==> src/rtl/apb_master_bridge.sv <==
// Purpose : valid/ready request/response stream -> APB master, one transfer in flight.
// Latency : accept at edge N, SETUP in cycle N+1, ACCESS in cycle N+2, rsp_valid from cycle N+3 (+1 per wait state).
// Backpr. : req_ready only in IDLE; rsp_valid/rsp_rdata/rsp_err hold until rsp_ready; APB held while pready=0.
//
// Ports:
//   clk, rst                    rising-edge clock, synchronous active-high reset
//   req_valid/req_ready         request handshake; req_write/req_addr/req_wdata carry the transfer
//   rsp_valid/rsp_ready         response handshake; rsp_rdata (0 for writes), rsp_err (timeout abort)
//   outp_psel/penable/pwrite/paddr/pwdata   APB master outputs (all driven from registers)
//   outp_pready/outp_prdata     APB completer inputs, only looked at in ACCESS
//
// Optional: define APB_TIMEOUT_EN to abort an ACCESS phase after TIMEOUT_CYCLES
// consecutive pready=0 cycles (rsp_err=1, rsp_rdata=0). Without it ACCESS waits forever
// and rsp_err is constant 0.
module apb_master_bridge #(
  parameter int ADDR_W         = 32,
  parameter int DATA_W         = 32,
  parameter int TIMEOUT_CYCLES = 255
) (
  input  logic              clk,
  input  logic              rst,
  input  logic              req_valid,
  output logic              req_ready,
  input  logic              req_write,
  input  logic [ADDR_W-1:0] req_addr,
  input  logic [DATA_W-1:0] req_wdata,
  output logic              rsp_valid,
  input  logic              rsp_ready,
  output logic [DATA_W-1:0] rsp_rdata,
  output logic              rsp_err,
  output logic              outp_psel,
  output logic              outp_penable,
  output logic              outp_pwrite,
  output logic [ADDR_W-1:0] outp_paddr,
  output logic [DATA_W-1:0] outp_pwdata,
  input  logic              outp_pready,
  input  logic [DATA_W-1:0] outp_prdata
);

  typedef enum logic [1:0] {
    S_IDLE   = 2'd0,
    S_SETUP  = 2'd1,
    S_ACCESS = 2'd2,
    S_RESP   = 2'd3
  } state_t;

  state_t r_state;
  state_t w_state_nxt;

  logic w_accept;   // request handshake this cycle
  logic w_done;     // ACCESS completes with pready
  logic w_abort;    // ACCESS abandoned by the watchdog
  logic w_timeout;  // watchdog limit reached this cycle

  logic              r_pwrite;
  logic [ADDR_W-1:0] r_paddr;
  logic [DATA_W-1:0] r_pwdata;
  logic [DATA_W-1:0] r_rsp_rdata;
  logic              r_rsp_err;

  // ---------------------------------------------------------------------------
  // Access watchdog
  // ---------------------------------------------------------------------------
`ifdef APB_TIMEOUT_EN
  localparam int CNT_W = (TIMEOUT_CYCLES > 1) ? $clog2(TIMEOUT_CYCLES) : 1;

  logic [CNT_W-1:0] r_wait_cnt;

  // r_wait_cnt holds the number of pready=0 cycles already seen in this ACCESS
  // phase, so the limit is hit on the TIMEOUT_CYCLES-th such cycle. pready=1
  // on that same edge is excluded here, so completion takes priority.
  assign w_timeout = (r_state == S_ACCESS) && !outp_pready &&
                     (r_wait_cnt == CNT_W'(TIMEOUT_CYCLES - 1));

  always_ff @(posedge clk) begin
    if (rst) begin
      r_wait_cnt <= '0;
    end else if (r_state == S_SETUP) begin
      r_wait_cnt <= '0;
    end else if ((r_state == S_ACCESS) && !outp_pready && !w_timeout) begin
      r_wait_cnt <= r_wait_cnt + 1'b1;
    end
  end
`else
  // No watchdog in this build: the comparison is constant false, which keeps
  // the abort path below shared between both builds.
  assign w_timeout = (TIMEOUT_CYCLES < 0);
`endif

  // ---------------------------------------------------------------------------
  // FSM
  // ---------------------------------------------------------------------------
  always_ff @(posedge clk) begin
    if (rst) begin
      r_state <= S_IDLE;
    end else begin
      r_state <= w_state_nxt;
    end
  end

  // Handshake outputs decode the registered state only, so there is no
  // combinational path from any input to any output.
  always_comb begin
    w_state_nxt  = r_state;
    w_accept     = 1'b0;
    w_done       = 1'b0;
    w_abort      = 1'b0;
    req_ready    = 1'b0;
    rsp_valid    = 1'b0;
    outp_psel    = 1'b0;
    outp_penable = 1'b0;
    case (r_state)
      S_IDLE: begin
        req_ready = 1'b1;
        if (req_valid) begin
          w_accept    = 1'b1;
          w_state_nxt = S_SETUP;
        end
      end
      S_SETUP: begin
        outp_psel   = 1'b1;
        w_state_nxt = S_ACCESS;
      end
      S_ACCESS: begin
        outp_psel    = 1'b1;
        outp_penable = 1'b1;
        if (outp_pready) begin
          w_done      = 1'b1;
          w_state_nxt = S_RESP;
        end else if (w_timeout) begin
          w_abort     = 1'b1;
          w_state_nxt = S_RESP;
        end
      end
      S_RESP: begin
        rsp_valid = 1'b1;
        if (rsp_ready) begin
          w_state_nxt = S_IDLE;
        end
      end
      default: begin
        w_state_nxt = S_IDLE;
      end
    endcase
  end

  // ---------------------------------------------------------------------------
  // Datapath registers
  // ---------------------------------------------------------------------------
  // APB address/data/direction load only on accept, so they stay stable
  // through SETUP and ACCESS and keep their last value in IDLE.
  always_ff @(posedge clk) begin
    if (rst) begin
      r_pwrite    <= 1'b0;
      r_paddr     <= '0;
      r_pwdata    <= '0;
      r_rsp_rdata <= '0;
      r_rsp_err   <= 1'b0;
    end else begin
      if (w_accept) begin
        r_pwrite <= req_write;
        r_paddr  <= req_addr;
        r_pwdata <= req_wdata;
      end
      if (w_done) begin
        r_rsp_rdata <= r_pwrite ? '0 : outp_prdata;
        r_rsp_err   <= 1'b0;
      end else if (w_abort) begin
        r_rsp_rdata <= '0;
        r_rsp_err   <= 1'b1;
      end
      if ((r_state == S_RESP) && rsp_ready) begin
        r_rsp_err <= 1'b0;
      end
    end
  end

  assign outp_pwrite = r_pwrite;
  assign outp_paddr  = r_paddr;
  assign outp_pwdata = r_pwdata;
  assign rsp_rdata   = r_rsp_rdata;
  assign rsp_err     = r_rsp_err;

endmodule

==> config.mk <==
export PLATFORM = sky130hd
export DESIGN_NAME = apb_master_bridge
export DESIGN_NICKNAME = d
export VERILOG_FILES = /design/src/rtl/apb_master_bridge.sv
export SDC_FILE = /design/constraint.sdc
export NUM_CORES = 1
export LEC_CHECK = 0
export ABC_CLOCK_PERIOD_IN_PS = 3600
export CAP_MARGIN = 20
export CORE_UTILIZATION = 57
export DETAILED_ROUTE_END_ITERATION = 10
export DONT_BUFFER_PORTS = 1
export MAX_ROUTING_LAYER = met4
export PLACE_DENSITY = 0.81
export RECOVER_POWER = 25
export SLEW_MARGIN = 30
export SYNTH_ARGS = -nofsm -noshare
export SYNTH_HDL_FRONTEND = slang
export SYNTH_SLANG_ARGS = --single-unit
==> constraint.sdc <==
create_clock -name clk -period 3.6 [get_ports clk]
set_clock_uncertainty 0.1 [all_clocks]
set_input_delay 0.54 -clock clk [delete_from_list [all_inputs] [get_ports clk]]
set_output_delay 0.54 -clock clk [all_outputs]
set_load 0.005 [all_outputs]
### Word level (Yosys, flattened, before mapping)

Cells that the tools add are included.
W data, S select, Z words.

| word-level totals | value |
|---|---|
| register bits after elaboration | 99 |
| bits in latches | 0 |
| RAM bits | 0 |
| bits in read-only memories | 0 |
| input bits | 102 |
| word-level logic and storage cells | 28 |
| memories kept | 0 |

| operators by class | value |
|---|---|
| add/subtract/negate cells | 0 |
| $mul | 0 |
| div/mod/pow operators | 0 |
| $lt $le $gt $ge | 0 |
| equality and inequality tests | 6 |
| shift-type cells | 0 |
| mux-type cells | 14 |
| bitwise operators | 0 |
| reduce and logical (&&, ||, !) cells | 3 |

Operator list:

| cell | count |
|---|---|
| $mux W32 | 2 |
| $mux W1 | 8 |
| $pmux W2 S4 | 1 |
| $mux W2 | 3 |
| $ne A2 B2 Y1 const B | 3 |
| $eq A2 B2 Y1 const B | 2 |
| $reduce_and A3 Y1 | 1 |
| $eq A2 B1 Y1 const B | 1 |
| $logic_not A2 Y1 | 1 |
| $reduce_or A2 Y1 | 1 |

### Depth between registers and ports, before layout

| logic depth | value |
|---|---|
| depth in word-level cells | 3 |
| mapped depth | 7 |
| mapped depth without buffers | 5 |

### Worst setup path before layout

Ideal clock, no wire load.

| timing path | value |
|---|---|
| path kind | register -> register |
| start point | register r_state[0] |
| end point | register r_state[1] |
| setup time | 131 ps |
| arrival time | 1209 ps |
| slack | 2159 ps |
| cell stages (with the launch flop) | 7 |
| clock period less this slack | 1441 ps |
| cell sequence | dfxtp_1 inv_1 ha_1 buf_6 nor2b_4 o311ai_1 o41ai_1 |

| between the ends | value |
|---|---|
| cells in the longest elaborated chain, start to end | 3 |
| elaborated cells between the ends (all ways) | 9 |
| classes of those cells | eq/ne (6); mux (1); reduce/logical (2) |

RTL lines:

| element | RTL line | RTL |
|---|---|---|
| start: declaration | 47 | `state_t r_state;` |
| start signal: assignment | 97 | `r_state <= w_state_nxt;` |
| $eq A2 B2 Y1 or $logic_not A2 Y1 (tied branches) | 112 | `case (r_state)` |
| $ne A2 B2 Y1 (no source line) | -- |  |
| $reduce_and A3 Y1 (no source line) | -- |  |

Several ways; a longest one is shown, not always the timed one.
A chain may end at the register's enable or synchronous reset.

### Worst setup path in the final report

| timing path | value |
|---|---|
| start point | register r_state[0] |
| end point | register r_pwdata[4], in the netlist outp_pwdata[4] |

| between the ends | value |
|---|---|
| cells in the longest elaborated chain, start to end | 2 |

RTL lines:

| element | RTL line | RTL |
|---|---|---|
| $logic_not A2 Y1 | 112 |  |
| $mux W1 | 112 |  |
| end signal: assignment | 163 | `r_pwdata <= req_wdata;` |
| end: declaration | 57 | `logic [DATA_W-1:0] r_pwdata;` |

Every way passes these cells.

==> qor.csv <==
metric,value,unit
fillers,604,
post-CTS setup buffer count,0,
flop2flop setup slack,1.42,ns
Worst Min Path Start,rst,
register area share after synthesis,0.483,
Post-synth EDFFs,0,
"Slowest-stage cell, CP",nand2_2,
Final Setup Violations,0,
count of cell types in the netlist,21,
root buf cell,clkbuf_8,
minimum clock period,2.18,ns
final wirelength,8770,um
status,"complete, no violations",
Post-Synth Adder-Cell Area,0.00915,
CP arrival,2.35,ns
die area,7540,um2
endpoints failing hold,0,
Port Buf Inserts,0,
cell count after synthesis,448,
crit path launch type,flop,
DRT antenna net count,0,
Place WS,1.42,ns
critical setup path kind,reg -> reg,
Nets,527,
top area cells in the synthesized netlist,"dfxtp_1, a21oi_2, nand2_1, nand2_2, nand4b_1",
Worst Path Buf+Inv,2,
CP Cell Sequence,inv_1 -> ha_1 -> nand2_2 -> buf_4 -> nand2_1 -> a21oi_2,
Max Clock Freq,460,MHz
worst hold-check path type,in -> reg,
Slew Limit Fails,0,
Worst Reg2Reg Path Length in Cells,6,
VDD IR-drop max,0.301,mV
kind of cell adding the most delay to the critical path,simple AND/OR/NAND/NOR gates,
layout cells sized above 1,0.288,
Site Rows,30,
first-pass GRT wire length,13200,um
most common cell in the netlist,nand2_1,
"Cell Area, Synth",4100,um2
# diodes,0,
predominant post-synthesis flop cell,dfxtp_1,
GP Congestion,0.735,
crit end category,flop,
main combinational cell family by area after synthesis,simple AND/OR/NAND/NOR gates,
Detail Placement HPWL,5780,um
Synth Area in Compound Gates,0.174,
Final WS setup,1.42,ns
area of the multi-input gates,1820,um2
RR Endpoint,outp_pwdata[4]$_SDFFE_PP0P_,
Synth Register Bits,99,
Mapped Nets,553,
XOR/XNOR share of the synthesized area,0,
antenna violations before repair,0,
R2R Path Start,r_state[0]$_SDFFE_PP0P_,
CTS sink count,99,
Final Instance Area,4200,um2
Initial Util,0.597,
DRC viols,0,
Clock transition at path regs,0.09,ns
aggregate global routing overflow,0,
commonest cells in the netlist,"nand2_1, dfxtp_1, nand2_2",
crit path max fanout,39,
post-synthesis mux area share,0,
fin crit share,0.604,
DR vias,2971,
hold path cells,1,
Slew HR,0.392,
dominant cell type by area after synthesis,dfxtp_1,
PD cells,669,nW/um2
maxcap violations,0,
placed cell area,3950,um2
All-Layer GR Usage,0.229,
"Clk Latency, worst-skew pair",0.33,ns
Worst path depth,6,
drt via density,5.68,
Die Y,86.8,um
"Avg Cell Area, Syn",9.15,um2
Hold EP,rsp_rdata[7]$_SDFFE_PP0P_,
crit-path max cell delay,0.61,ns
clock tree buffer depth,2,
Core Region,6870,um2
largest net degree at the start of global routing,99,
vias in the first global route,2743,
Synth Area in Simple Gates,0.259,
async set-reset flop share out of synthesis,0,
routed wire length per instance,16.8,um
Inserted Clock Buffers,9,
Lkg Pwr,1.36,nW
synth warn,0,
PostCTS Resize Cnt,0,
H-tree depth,3,
total I/O pin count,204,
worst hold margin,0.166,ns
Hold Buf Count CTS,0,
Die Wd,86.8,um
initial DRC count,146,
post-route setup TNS,0,ns
Layout area overhead,2.29,%
top cell type's share of synthesized area,0.483,
CTS tree,done,
CP required,3.77,ns
unrepaired setup endpoints after global routing,false,
drt first pass iters,4,
measured slew at the worst slew-check pin,0.910,ns
Sequential Area,1980,um2
==> worst register-to-register path: cells and delay by family (launching register included) <==
family	cells	cell delay [ns]
AO/OA/AOI/OAI	1	0.14
AND/OR/NAND/NOR	2	0.72
flip-flops	1	0.35
adder cells (fa/ha/maj)	1	0.29
buffers and inverters	2	0.51
==> how the worst max path moves through the flow <==
stage,from,end,slack [ns]
CTS,r_state[0]$_SDFFE_PP0P_,outp_pwdata[4]$_SDFFE_PP0P_,1.41
finish,r_state[0]$_SDFFE_PP0P_,outp_pwdata[4]$_SDFFE_PP0P_,1.42
detailed placement,r_state[0]$_SDFFE_PP0P_,outp_pwdata[6]$_SDFFE_PP0P_,1.42
floorplan,r_state[0]$_SDFFE_PP0P_,r_state[1]$_SDFFE_PP0P_,2.16
global route,r_state[0]$_SDFFE_PP0P_,outp_paddr[13]$_SDFFE_PP0P_,1.26
global placement,r_state[0]$_SDFFE_PP0P_,outp_paddr[9]$_SDFFE_PP0P_,1.52
==> flip-flops by register name, indices dropped and copies added (netlist names) <==
| name | count |
|---|---|
| outp_paddr | 32 |
| rsp_rdata | 32 |
| r_state | 2 |
| outp_pwdata | 32 |
| outp_pwrite | 1 |
==> logic make-up after synthesis <==
| family | count (synthesis) |
|---|---|
| other | 1 |
| buffers and inverters | 43 |
| AO/OA/AOI/OAI | 101 |
| AND/OR/NAND/NOR | 201 |
| adder cells (fa/ha/maj) | 3 |
| flip-flops | 99 |
==> power breakdown <==
part / internal, mW / total, mW / switching [mW]
combinational: 0.215 / 0.571 / 0.356
sequential: 1.28 / 1.45 / 0.164
clock: 0.429 / 0.787 / 0.358
==> metrics by stage <==
step	power, mW	cells	util
final	2.81	523	0.611
after global routing	2.95	523	0.611
after CTS	2.82	522	0.608
after detailed placement	2.04	506	0.575
after global placement	2.00	506	0.575
after floorplan	2.03	448	-
==> placed cells by master (no fill, tap or decap), types with 3 or more instances in the layout <==
cell        n
nand2_1   113
ha_1        3
a21oi_1    47
nand2_2    52
inv_1       3
a21oi_2    50
dfxtp_1    99
clkbuf_8   11
nand4b_1   32
==> area by class of cell <==
class,count,area share
multi-input combinational,306,0.434
timing repair buffer,3,0.00835
clock buffer,12,0.0370
sequential,99,0.472
inverter,3,0.00268
clock inverter,4,0.0173
tap,96,0.0286
==> per-layer routing <==
layer,part of all wire,vias to the layer above,wire [um],track usage
li1,-,1428,-,-
met1,0.40,1388,3510,0.268
met2,0.48,136,4240,0.364
met3,0.093,19,817,0.0686
met4,0.023,0,204,0.100
met5,0,-,0,-
No activity file was read; power rests on OpenSTA's default activity.
